$ cat src/rtl/opload_pkg.sv
// Shared definitions for the keypad operand loader: key codes, FSM state
// encoding and keypad field positions.
package opload_pkg;

   // Keypad byte layout: [7]=pressed, [4:0]=code
   localparam int KEY_PRESS_BIT = 7;
   localparam int KEY_CODE_MSB  = 4;
   localparam int KEY_CODE_LSB  = 0;
   localparam int KEY_CODE_W    = KEY_CODE_MSB - KEY_CODE_LSB + 1;

   // Command codes; 0x00-0x0F are hex digits, anything else not listed is ignored
   localparam logic [KEY_CODE_W-1:0] KEY_ENTER = 5'h10;
   localparam logic [KEY_CODE_W-1:0] KEY_CLEAR = 5'h11;
   localparam logic [KEY_CODE_W-1:0] KEY_BKSP  = 5'h12;

   typedef enum logic [1:0] {
      S_ENTRY = 2'd0,
      S_WRITE = 2'd1,
      S_GO    = 2'd2
   } state_t;

   // Hex digit codes have the top code bit clear
   function automatic logic is_digit(input logic [KEY_CODE_W-1:0] code);
      return (code[KEY_CODE_W-1] == 1'b0);
   endfunction

endpackage

$ cat src/rtl/key_debouncer.sv
// Keypad synchroniser and debouncer. The raw keypad byte is double-flopped,
// then a press is accepted once the pressed bit and code have been stable for
// DEBOUNCE_CYC consecutive samples. A new accept is only armed after the keypad
// has been seen released and stable for DEBOUNCE_CYC samples, so one physical
// press yields one key_acc pulse. The arm flag starts cleared so that a key
// held through reset is not taken as a press.
module key_debouncer
   import opload_pkg::*;
#(
   parameter int DEBOUNCE_CYC = 16
)(
   input  logic                  CLK,
   input  logic                  reset,
   input  logic [7:0]            keypad,
   output logic                  key_acc,
   output logic [KEY_CODE_W-1:0] key_code
);

   localparam int                CNT_W   = $clog2(DEBOUNCE_CYC + 1);
   localparam logic [CNT_W-1:0]  CNT_MAX = CNT_W'(DEBOUNCE_CYC);
   localparam logic [CNT_W-1:0]  CNT_HIT = CNT_W'(DEBOUNCE_CYC - 1);

   logic [7:0]            r_sync1;
   logic [7:0]            r_sync2;
   logic [7:0]            r_cand;
   logic [CNT_W-1:0]      r_cnt;
   logic                  r_armed;
   logic                  r_acc;
   logic [KEY_CODE_W-1:0] r_code;

   logic                  w_same;
   logic                  w_hit;

   assign w_same = (r_sync2 == r_cand);
   // The sample that brings the run length up to DEBOUNCE_CYC
   assign w_hit  = w_same && (r_cnt == CNT_HIT);

   // two-flop synchroniser for the asynchronous keypad lines
   always_ff @(posedge CLK or negedge reset) begin
      if (!reset) begin
         r_sync1 <= '0;
         r_sync2 <= '0;
      end else begin
         r_sync1 <= keypad;
         r_sync2 <= r_sync1;
      end
   end

   // track the current candidate level and how long it has been stable
   always_ff @(posedge CLK or negedge reset) begin
      if (!reset) begin
         r_cand <= '0;
         r_cnt  <= '0;
      end else if (!w_same) begin
         r_cand <= r_sync2;
         r_cnt  <= CNT_W'(1);
      end else if (r_cnt != CNT_MAX) begin
         r_cnt  <= r_cnt + CNT_W'(1);
      end
   end

   // issue one accept per stable press, re-arm on a stable release
   always_ff @(posedge CLK or negedge reset) begin
      if (!reset) begin
         r_armed <= 1'b0;
         r_acc   <= 1'b0;
         r_code  <= '0;
      end else begin
         r_acc <= 1'b0;
         if (w_hit) begin
            if (r_cand[KEY_PRESS_BIT]) begin
               if (r_armed) begin
                  r_acc   <= 1'b1;
                  r_code  <= r_cand[KEY_CODE_MSB:KEY_CODE_LSB];
                  r_armed <= 1'b0;
               end
            end else begin
               r_armed <= 1'b1;
            end
         end
      end
   end

   assign key_acc  = r_acc;
   assign key_code = r_code;

endmodule

$ cat src/rtl/keypad_operand_loader.sv
// Keypad-driven operand loader for the calculator top. Debounced keys build a
// hex entry; ENTER writes it to data memory at BASE_ADDR+slot through a
// valid/ready port; after NUM_OPS operands cpu_go pulses for one cycle.
// Optional build macro KEYPAD_LOADER_DROP_CNT_EN adds the drop_cnt output,
// a saturating count of keys dropped while busy.
module keypad_operand_loader
   import opload_pkg::*;
#(
   parameter int          DATA_W       = 16,
   parameter int          NUM_OPS      = 3,
   parameter logic [15:0] BASE_ADDR    = 16'h0000,
   parameter int          DEBOUNCE_CYC = 16
)(
   input  logic              CLK,
   input  logic              reset,
   input  logic [7:0]        keypad,
   output logic              wr_valid,
   input  logic              wr_ready,
   output logic [15:0]       wr_addr,
   output logic [DATA_W-1:0] wr_data,
   output logic              cpu_go,
   output logic              busy,
   output logic [3:0]        slot_idx,
   output logic [DATA_W-1:0] entry
`ifdef KEYPAD_LOADER_DROP_CNT_EN
   ,
   output logic [7:0]        drop_cnt
`endif
);

   localparam logic [3:0] LAST_SLOT = 4'(NUM_OPS - 1);

   logic                  w_key_acc;
   logic [KEY_CODE_W-1:0] w_key_code;

   state_t                r_state;
   state_t                w_state_nxt;
   logic [DATA_W-1:0]     r_entry;
   logic [DATA_W-1:0]     w_entry_nxt;
   logic [3:0]            r_slot;
   logic [3:0]            w_slot_nxt;
   logic                  r_wr_valid;
   logic                  w_wr_valid_nxt;
   logic [15:0]           r_wr_addr;
   logic [15:0]           w_wr_addr_nxt;
   logic [DATA_W-1:0]     r_wr_data;
   logic [DATA_W-1:0]     w_wr_data_nxt;

   key_debouncer #(
      .DEBOUNCE_CYC (DEBOUNCE_CYC)
   ) u_deb (
      .CLK      (CLK),
      .reset    (reset),
      .keypad   (keypad),
      .key_acc  (w_key_acc),
      .key_code (w_key_code)
   );

   // FSM state register
   always_ff @(posedge CLK or negedge reset) begin
      if (!reset) r_state <= S_ENTRY;
      else        r_state <= w_state_nxt;
   end

   // entry, slot and write-port registers
   always_ff @(posedge CLK or negedge reset) begin
      if (!reset) begin
         r_entry    <= '0;
         r_slot     <= '0;
         r_wr_valid <= 1'b0;
         r_wr_addr  <= '0;
         r_wr_data  <= '0;
      end else begin
         r_entry    <= w_entry_nxt;
         r_slot     <= w_slot_nxt;
         r_wr_valid <= w_wr_valid_nxt;
         r_wr_addr  <= w_wr_addr_nxt;
         r_wr_data  <= w_wr_data_nxt;
      end
   end

   // next-state and datapath updates; keys outside S_ENTRY fall through unused
   always_comb begin
      w_state_nxt    = r_state;
      w_entry_nxt    = r_entry;
      w_slot_nxt     = r_slot;
      w_wr_valid_nxt = r_wr_valid;
      w_wr_addr_nxt  = r_wr_addr;
      w_wr_data_nxt  = r_wr_data;
      case (r_state)
         S_ENTRY: begin
            if (w_key_acc) begin
               if (is_digit(w_key_code)) begin
                  w_entry_nxt = {r_entry[DATA_W-5:0], w_key_code[3:0]};
               end else begin
                  case (w_key_code)
                     KEY_BKSP:  w_entry_nxt = r_entry >> 4;
                     KEY_CLEAR: begin
                        w_entry_nxt = '0;
                        w_slot_nxt  = '0;
                     end
                     KEY_ENTER: begin
                        w_wr_addr_nxt  = BASE_ADDR + {12'd0, r_slot};
                        w_wr_data_nxt  = r_entry;
                        w_wr_valid_nxt = 1'b1;
                        w_state_nxt    = S_WRITE;
                     end
                     default: ;
                  endcase
               end
            end
         end
         S_WRITE: begin
            if (r_wr_valid && wr_ready) begin
               w_wr_valid_nxt = 1'b0;
               w_entry_nxt    = '0;
               if (r_slot == LAST_SLOT) begin
                  w_slot_nxt  = '0;
                  w_state_nxt = S_GO;
               end else begin
                  w_slot_nxt  = r_slot + 4'd1;
                  w_state_nxt = S_ENTRY;
               end
            end
         end
         S_GO:    w_state_nxt = S_ENTRY;
         default: w_state_nxt = S_ENTRY;
      endcase
   end

`ifdef KEYPAD_LOADER_DROP_CNT_EN
   logic [7:0] r_drop_cnt;

   // saturating count of keys that arrive during a write or go cycle
   always_ff @(posedge CLK or negedge reset) begin
      if (!reset)
         r_drop_cnt <= '0;
      else if (w_key_acc && (r_state != S_ENTRY) && (r_drop_cnt != 8'hFF))
         r_drop_cnt <= r_drop_cnt + 8'd1;
   end

   assign drop_cnt = r_drop_cnt;
`endif

   assign wr_valid = r_wr_valid;
   assign wr_addr  = r_wr_addr;
   assign wr_data  = r_wr_data;
   assign cpu_go   = (r_state == S_GO);
   assign busy     = (r_state != S_ENTRY);
   assign slot_idx = r_slot;
   assign entry    = r_entry;

endmodule

$ cat config.mk
export PLATFORM = sky130hd
export DESIGN_NAME = keypad_operand_loader
export DESIGN_NICKNAME = d
export VERILOG_FILES = /design/src/rtl/opload_pkg.sv /design/src/rtl/key_debouncer.sv /design/src/rtl/keypad_operand_loader.sv
export SDC_FILE = /design/constraint.sdc
export NUM_CORES = 1
export LEC_CHECK = 0
export BUFFER_PORTS_ARGS = -buffer_cell sky130_fd_sc_hd__buf_2
export CAP_MARGIN = 20
export CORE_UTILIZATION = 40
export DETAILED_ROUTE_END_ITERATION = 6
export PLACE_DENSITY = 0.71
export SLEW_MARGIN = 20
export SYNTH_ARGS = -nofsm -noshare
export SYNTH_HDL_FRONTEND = slang
export SYNTH_SLANG_ARGS = --single-unit
$ cat constraint.sdc
create_clock -name CLK -period 2.4 [get_ports CLK]
set_clock_uncertainty 0.2 [all_clocks]
set_input_delay 0.48 -clock CLK [delete_from_list [all_inputs] [get_ports CLK]]
set_output_delay 0.48 -clock CLK [all_outputs]
set_load 0.1 [all_outputs]
==> flow_summary.ini, run 1 <==
[floorplanning]
fp.dieW_um = 94.0
die_area_sq_mm = 0.00884
initial_utilization_pct = 41.2
pin_count = 66
num_rows = 33
core-area_sq_mm = 0.00822
die_y_um = 94.0

[synth]
yosysSeqAreaShare_pct = 58.4
ys_ff_latch = 79
synthFlopType = dfrtp_1
synth_cell_types = 37
syn-cell-area_sq_mm = 0.00339
synthArstFlopShare_pct = 100
synth_edf_count = 0
synth_cells = 276
synth_area_per_cell_sq_um = 12.3
yosysWarningCount = 0

[worst_setup_path]
ff2ff_setup_slack_ns = 0.31
r2r_cells = 4
arrival_ns = 1.50
crit_buf_inv = 1
worstSetupPathType = reg2out
path_max_fanout = 8
critical_path.startpoint = r_state[1]
critPathRequiredTime_ns = 1.72
cp_top_family = flip-flops
crit_path_end_kind = output pin
slowest_delay_ns = 0.52
r2r-start = r_state[0]
cp.depth = 2
start_kind = register
crit_chain = nor2b_2 > buf_2
critPathSlowestCell = dfrtp_1

[final_layout]
nets = 345
drive_gt1_share_pct = 33.5
num_antenna_cells = 0
final_common_cell = dfrtp_1
final_cell_mix = dfrtp_1, buf_2, mux2_2
utilization_pct = 48.3
area_delta_synth_final_pct = 17.1

[placement]
dpl.hpwl_mm = 4.05
dp_slack_ns = 0.316
port_buffers = 53
place.gp.congestion = 0.737

[clock_tree]
clock-sinks = 79
cts_setup_buffers = 0
clk_pin_slew_ns = 0.08
cts_tree = built
cts_buffers = 9
clockBufferDepth = 2
ctsRootBufferMaster = clkbuf_8
clk_latency_ns = 0.35
htreeDepth = 3

[timing]
rsz0062_at_grt = no
slew_violations = 0
setup-tns-final_ns = 0
hold_ws_ns = 0.0295
finalCriticalPeriod_ns = 2.18
fin_crit_sh_pct = 90.7
relSlewSlack_pct = 62.8
finalSetupViolCount = 0
worst_slack_ns = 0.224
fmax_mhz = 460
hold_viol = 0
tightest_slew_ns = 0.553

[hold_path]
hold_start = keypad[2]
min_path_cells = 1
hold_class = in2reg

[power]
ir_drop_v = 0.000385
total_power_w = 0.00288
powerDensity_mw_per_mm2 = 727
leakage_nw = 2.01

[global_route]
grt_pass1_wl_mm = 9.82
grt_pass1_vias = 2081
grtUsageTotal_pct = 14.8
grt_overflow = 0
antenna_found_initial = 0
grt_max_degree = 44

[job]
cap_violations = 0

[run_status]
status = finished clean

[drt]
routed_wl_mm = 5.77
vias = 2109
via_per_inst = 4.80
drc = 0
wire_per_inst_um = 13.2
antenna_left = 0
dr.pass1.iters = 4
drt-initial-drc-count = 65
worst paths after layout:
| check | endpoint |
|---|---|
| min | u_deb.r_sync1[2] |
| max in group asynchronous | wr_data[2] |
| max | cpu_go |
| min in group asynchronous | u_deb.r_sync1[2] |
| min reg2reg | u_deb.r_sync2[7] |
| max reg2reg | entry[5] |
through the flow:
stage,area [sq um],instances
after floorplan,3430,287
after global placement,3720,422
after CTS,3970,439
final,3970,439
after global routing,3970,439
after detailed placement,3720,422
cell families after synthesis:
logic type      after synthesis  synth area share [%]
flops                        79                  58.4
simple gates                 74                  12.3
buf+inv                      41                  6.69
mux                          39                  12.9
compound gates               25                  4.69
xor+xnor                     12                  3.10
fa+ha+maj                     5                  1.85
other cells                   1                 0.111
layer usage:
layer / up-vias / wire, um / GRT usage (%)
met5: - / 0 / 0
met4: 0 / 124 / 7.31
met3: 11 / 224 / 4.45
met2: 52 / 2780 / 24.0
met1: 1032 / 2650 / 17.9
li1: 1014 / - / -
repair_timing:
item / CTS / global route
resized for setup: 0 / 0
hold endpoints to repair: 36 / 0
hold buffers: 1 / 0
cell usage after synthesis, types with 5 or more instances:
master	count	share of area, %
a21oi_1	14	2.1
buf_4	13	2.9
clkbuf_1	13	1.4
dfrtp_1	79	58
ha_1	5	1.8
inv_1	11	1.2
mux2_1	5	1.7
mux2_2	25	8.3
mux2i_1	7	2.1
nand2_1	15	1.7
nand2b_1	13	2.4
nand3_1	18	2.7
nor2_1	6	0.66
nor3_1	5	0.74
o21ai_0	5	0.74
xor2_1	10	2.6
flip-flops by register name, summed over array words and instances, names as in the netlist, 2 cells and up:
name	flops
slot_idx	4
u_deb.r_cand	8
wr_data	16
wr_addr	4
u_deb.r_sync1	8
r_state	2
u_deb.r_sync2	8
u_deb.key_code	5
entry	16
u_deb.r_cnt	5
report_power, final:
part	switching, W	internal, W	leakage (nW)	total, W
clock network	0.000481	0.000640	0.112	0.00112
logic	0.000299	0.0000522	0.862	0.000351
registers	0.0000367	0.00137	1.03	0.00141
layout make-up:
cell class	instances	area, sq um
Clock inverter	5	80.1
Inverter	11	41.3
Tap cell	105	131
Clock buffer	11	151
Timing Repair Buffer	61	355
Sequential cell	79	1980
Multi-Input combinational cell	167	1230
Fill cell	768	4250
(Power assumes the default switching activity.)
==> inputs of run 2 (changes only) <==
--- a/config.mk
+++ b/config.mk
@@ -13,4 +13,5 @@
 export SLEW_MARGIN = 20
 export SYNTH_ARGS = -nofsm -noshare
 export SYNTH_HDL_FRONTEND = slang
+export SYNTH_HIERARCHICAL = 1
 export SYNTH_SLANG_ARGS = --single-unit
==> flow_summary.ini, run 2 <==
[floorplanning]
die_y_um = 94.0
pin_count = 66
fp.dieW_um = 94.0
initial_utilization_pct = 41.2
core-area_sq_mm = 0.00822
num_rows = 33
die_area_sq_mm = 0.00883

[synth]
yosysWarningCount = 6
yosysSeqAreaShare_pct = 58.4
syn-cell-area_sq_mm = 0.00338
synth_area_per_cell_sq_um = 12.7
synth_cell_types = 36
yosys.area.top_type = dfrtp_1
yosysTopAreaCellShare_pct = 58.4
synth_cells = 267
synth_commonest_cells = dfrtp_1, mux2_2, nand3_1
synthArstFlopShare_pct = 100
ys_ff_latch = 79
synthFlopType = dfrtp_1
yosysMostFrequentCell = dfrtp_1
synth_edf_count = 0
synth_area_leaders = dfrtp_1, mux2_2, nand3_1

[power]
switchingPower_w = 0.000591
leakage_nw = 1.98
p_sw_share_pct = 23.2
powerDensity_mw_per_mm2 = 646
ir_drop_v = 0.000513
power_frac_seq_pct = 53.5
pwr-share-clk_pct = 41.1
pwr-share-comb_pct = 5.3
intPower_w = 0.00195

[worst_setup_path]
critPathRequiredTime_ns = 1.72
crit_path_end_kind = output pin
ff2ff_setup_slack_ns = 0.32
crit_buf_inv = 1
cp_top_family = flip-flops
path_max_fanout = 9
arrival_ns = 1.61
slowest_delay_ns = 0.57
worstSetupPathType = reg2out
start_kind = register
crit_chain = nor2b_2 > buf_2
critPathSlowestCell = dfrtp_1

[drt]
antenna_left = 0
wire_per_inst_um = 13.4
drt-initial-drc-count = 89
dr.pass1.iters = 4
vias = 2066
routed_wl_mm = 5.77
drc = 0
via_per_inst = 4.82

[clock_tree]
clockBufferDepth = 2
cts_setup_buffers = 0
cts_buffers = 9
clock-sinks = 79
ctsHoldBuffers = 1
cts_resized = 0
ctsRootBufferMaster = clkbuf_8
clk_latency_ns = 0.35
cts_tree = built
htreeDepth = 3
clk_pin_slew_ns = 0.08

[timing]
setup-tns-final_ns = 0
slew_violations = 0
hold_ws_ns = 0.0364
worst_slack_ns = 0.114
fin_crit_sh_pct = 95.3
hold_viol = 0
fmax_mhz = 437
rsz0062_at_grt = no
finalSetupViolCount = 0
finalCriticalPeriod_ns = 2.29

[global_route]
grt_pass1_wl_mm = 9.83
grt_pass1_vias = 2022
antenna_found_initial = 0
grtUsageTotal_pct = 14.9
grt_max_degree = 57
grt_overflow = 0

[placement]
port_buffers = 53
place.gp.congestion = 0.792
dp_slack_ns = 0.319
dpl.hpwl_mm = 4.09

[final_layout]
num_antenna_cells = 0
utilization_pct = 47.9
nFillCells = 757
nets = 335
drive_gt1_share_pct = 36.7
area_delta_synth_final_pct = 16.4
final_cell_mix = dfrtp_1, buf_2, mux2_2
final_common_cell = dfrtp_1

[hold_path]
hold_class = in2reg

[run_status]
status = finished clean

[job]
cap_violations = 0
==> run 2: cell types whose count changed after synthesis, sizes merged, moves of 2 or more <==
cell / delta
o2bb2ai: +4
a21o: +3
inv: +2
mux2i: -4
nor3b: -2
mux2: +4
nand2: -12
o21ai: -4
==> run 2: cell type report <==
type	instances	area (sq um)	share of cell area [%]
Clock buffer	10	128	3.24
Tap cell	105	131	3.34
Clock inverter	6	86.3	2.19
Sequential cell	79	1980	50.2
Multi-Input combinational cell	156	1230	31.2
Timing Repair Buffer	60	335	8.52
Inverter	13	48.8	1.24
==> run 2: through the flow <==
stage	cells	area (sq um)	power [W]
global route	429	3940	0.00264
CTS	429	3940	0.00258
detailed placement	412	3710	0.00153
floorplan	278	3430	0.00150
global placement	412	3710	0.00152
finish	429	3940	0.00254
==> run 2: per-layer routing <==
metal  wire, um  vias up  global-route usage, %
met5          0        -                      0
met4         63        0                   4.36
met3        271        6                   6.07
met2       2950       51                   24.4
met1       2490     1018                   18.0
li1           -      991                      -
==> run 2: power groups by stage <==
stage          Sequential, W  Combinational, W  Clock, W
4_1_cts              0.00136          0.000138   0.00108
2_1_floorplan        0.00139          0.000114         0
3_5_place_dp         0.00139          0.000137         0
3_3_place_gp         0.00139          0.000135         0
6_report             0.00136          0.000136   0.00105
5_1_grt              0.00136          0.000146   0.00113
==> run 2: cells by family after synthesis <==
family / count (synthesis) / share of synthesized area, %
flip-flops: 79 / 58.4
AND/OR/NAND/NOR: 60 / 10.6
buffers and inverters: 43 / 6.69
multiplexers: 39 / 13.4
AO/OA/AOI/OAI: 28 / 5.81
XOR/XNOR: 12 / 3.11
adder cells (fa/ha/maj): 5 / 1.85
other: 1 / 0.111
==> run 2: worst paths after layout <==
kind                             startpoint  cells after the start           endpoint
setup reg to reg             u_deb/r_cnt[1]                      6  u_deb/key_code[3]
hold / removal                    keypad[7]                      1   u_deb/r_sync1[7]
min in group asynchronous             reset                      2   u_deb/r_sync1[5]
max in group asynchronous             reset                      3   u_deb/r_sync2[6]
setup / recovery                 r_state[1]                      2             cpu_go
hold reg to reg            u_deb/r_sync1[4]                      0   u_deb/r_sync2[4]
==> run 2: worst register-to-register path, cell delays in order, from the launching register on <==
cell and delay, ns:
dfrtp_1 0.41, ha_1 0.21, and3_1 0.19, ha_1 0.20, and3_1 0.14, and3_1 0.28
mux2_4 0.33
==> inputs of run 3 (changes only) <==
--- a/config.mk
+++ b/config.mk
@@ -7,9 +7,10 @@
 export LEC_CHECK = 0
 export BUFFER_PORTS_ARGS = -buffer_cell sky130_fd_sc_hd__buf_2
 export CAP_MARGIN = 20
-export CORE_UTILIZATION = 40
+export CORE_UTILIZATION = 48
 export DETAILED_ROUTE_END_ITERATION = 6
-export PLACE_DENSITY = 0.71
+export HOLD_SLACK_MARGIN = 0.08
+export PLACE_DENSITY = 0.84
 export SLEW_MARGIN = 20
 export SYNTH_ARGS = -nofsm -noshare
 export SYNTH_HDL_FRONTEND = slang
==> constraint.sdc (replaced) <==
create_clock -name CLK -period 2.1 [get_ports CLK]
set_clock_uncertainty 0.2 [all_clocks]
set_input_delay 0.42 -clock CLK [delete_from_list [all_inputs] [get_ports CLK]]
set_output_delay 0.42 -clock CLK [all_outputs]
set_load 0.1 [all_outputs]
==> flow_summary.ini, run 3 (synthesis gave the netlist of run 2 again) <==
[run_status]
status = finished clean

[timing]
tightest_slew_ns = 0.504
slew_violations = 0
relSlewSlack_pct = 66.3
fin_crit_sh_pct = 96.6
rsz0062_at_grt = no
hold_viol = 0
finalCriticalPeriod_ns = 2.03
worst_slack_ns = 0.0710
fmax_mhz = 493
finalSetupViolCount = 0

[placement]
dp_slack_ns = 0.0209
placed_area_sq_mm = 0.00378
dpl.hpwl_mm = 4.10
place.gp.congestion = 0.801
port_buffers = 53
place_inst = 408

[clock_tree]
clockBufferDepth = 2
clk_latency_ns = 0.35
htreeDepth = 3
clock-sinks = 79
ctsRootBufferMaster = clkbuf_8
cts_tree = built
clk_pin_slew_ns = 0.07
cts_buffers = 9

[worst_setup_path]
start_kind = register
slowest_delay_ns = 0.49
critPathSlowestCell = dfrtp_2
crit_chain = or2_2 > buf_4
path_max_fanout = 9
arrival_ns = 1.41
critPathRequiredTime_ns = 1.48
worstSetupPathType = reg2out
crit_path_end_kind = output pin

[floorplanning]
die_area_sq_mm = 0.00739
num_rows = 30
initial_utilization_pct = 49.8
die_y_um = 86.0
core-area_sq_mm = 0.00679
pin_count = 66
fp.dieW_um = 86.0

[drt]
routed_wl_mm = 5.74
dr.pass1.iters = 4
antenna_left = 0
via_per_inst = 4.95
wire_per_inst_um = 13.2
drc = 0
vias = 2142
drt-initial-drc-count = 89

[power]
switchingPower_w = 0.000686
leakage_nw = 2.02
ir_drop_v = 0.000504
pwr-share-clk_pct = 37.4
power_frac_seq_pct = 56.5
total_power_w = 0.00276
pwr-share-comb_pct = 6.2
powerDensity_mw_per_mm2 = 678
p_sw_share_pct = 24.9
intPower_w = 0.00207

[global_route]
grt_pass1_wl_mm = 9.60
grt_pass1_vias = 2071
gr-max-usage-layer = met2
grt_use_met3_pct = 4.81
grt_use_met1_pct = 20.9
grt_max_degree = 32
grtUsageTotal_pct = 17.4
grt_overflow = 0
antenna_found_initial = 0
grt_util_met2_pct = 28.7

[final_layout]
nets = 348
fin_cells = 433
final_cell_mix = dfrtp_1, buf_2, mux2_2
final_common_cell = dfrtp_1
final_cell_area_sq_mm = 0.00407
nFillCells = 527
num_antenna_cells = 0
area_delta_synth_final_pct = 20.2
drive_gt1_share_pct = 38.0

[hold_path]
hold_class = reg2reg

[job]
cap_violations = 0
## run 3: timing repair
item / in CTS / in global routing
endpoints found under the hold margin: 36 / 0
resized for setup: 1 / 3
endpoints found under the setup margin: 1 / 6
cloned: 0 / 0
setup buffers: 0 / 0
hold buffers: 9 / 0
## run 3: layer usage
layer  wire (um)  up-vias
li1            -     1017
met1        2390     1053
met2        2970       60
met3         239       12
met4         130        0
met5           0        -
## run 3: worst max-delay path, delay by kind of cell, from the launching register on
family | cells | cell delay, ns
buffers and inverters | 1 | 0.24
flip-flops | 1 | 0.49
AND/OR/NAND/NOR | 1 | 0.34
## run 3: layout make-up
| type | count | area [sq um] | area share [%] |
|---|---|---|---|
| clock inverter | 4 | 30.0 | 0.738 |
| timing repair buffer | 73 | 495 | 12.2 |
| tap | 96 | 120 | 2.95 |
| clock buffer | 12 | 155 | 3.82 |
| sequential | 79 | 1980 | 48.7 |
| inverter | 13 | 48.8 | 1.20 |
| multi-input combinational | 156 | 1230 | 30.4 |
## run 3: metrics by stage
step           hold WS, ns  util [%]  TNS [ns]
6_report             0.154      59.9         0
3_3_place_gp         0.131      55.7         0
5_1_grt              0.161      59.9         0
3_5_place_dp         0.136      55.7         0
2_1_floorplan      -0.0756         -   -0.0772
4_1_cts              0.154      59.8         0
## run 3: path summary, 6_finish.rpt
| path | from | endpoint | slack (ns) | cells after the start |
|---|---|---|---|---|
| max | r_state[1] | busy | 0.07 | 2 |
| min in group asynchronous | reset | wr_data[3] | 0.34 | 2 |
| max reg2reg | u_deb/r_cnt[1] | u_deb/key_code[4] | 0.11 | 6 |
| max in group asynchronous | reset | u_deb/r_cand[5] | 0.76 | 3 |
| min reg2reg | u_deb/r_sync1[5] | u_deb/r_sync2[5] | 0.15 | 0 |
| min | u_deb/r_sync1[5] | u_deb/r_sync2[5] | 0.15 | 0 |
## run 3: power by group through the flow
| stage | clock network [W] | logic (W) | registers (W) |
|---|---|---|---|
| 6_report | 0.00103 | 0.000170 | 0.00156 |
| 5_1_grt | 0.00113 | 0.000183 | 0.00156 |
| 4_1_cts | 0.00106 | 0.000173 | 0.00156 |
| 3_5_place_dp | 0 | 0.000160 | 0.00159 |
| 3_3_place_gp | 0 | 0.000157 | 0.00158 |
| 2_1_floorplan | 0 | 0.000131 | 0.00158 |
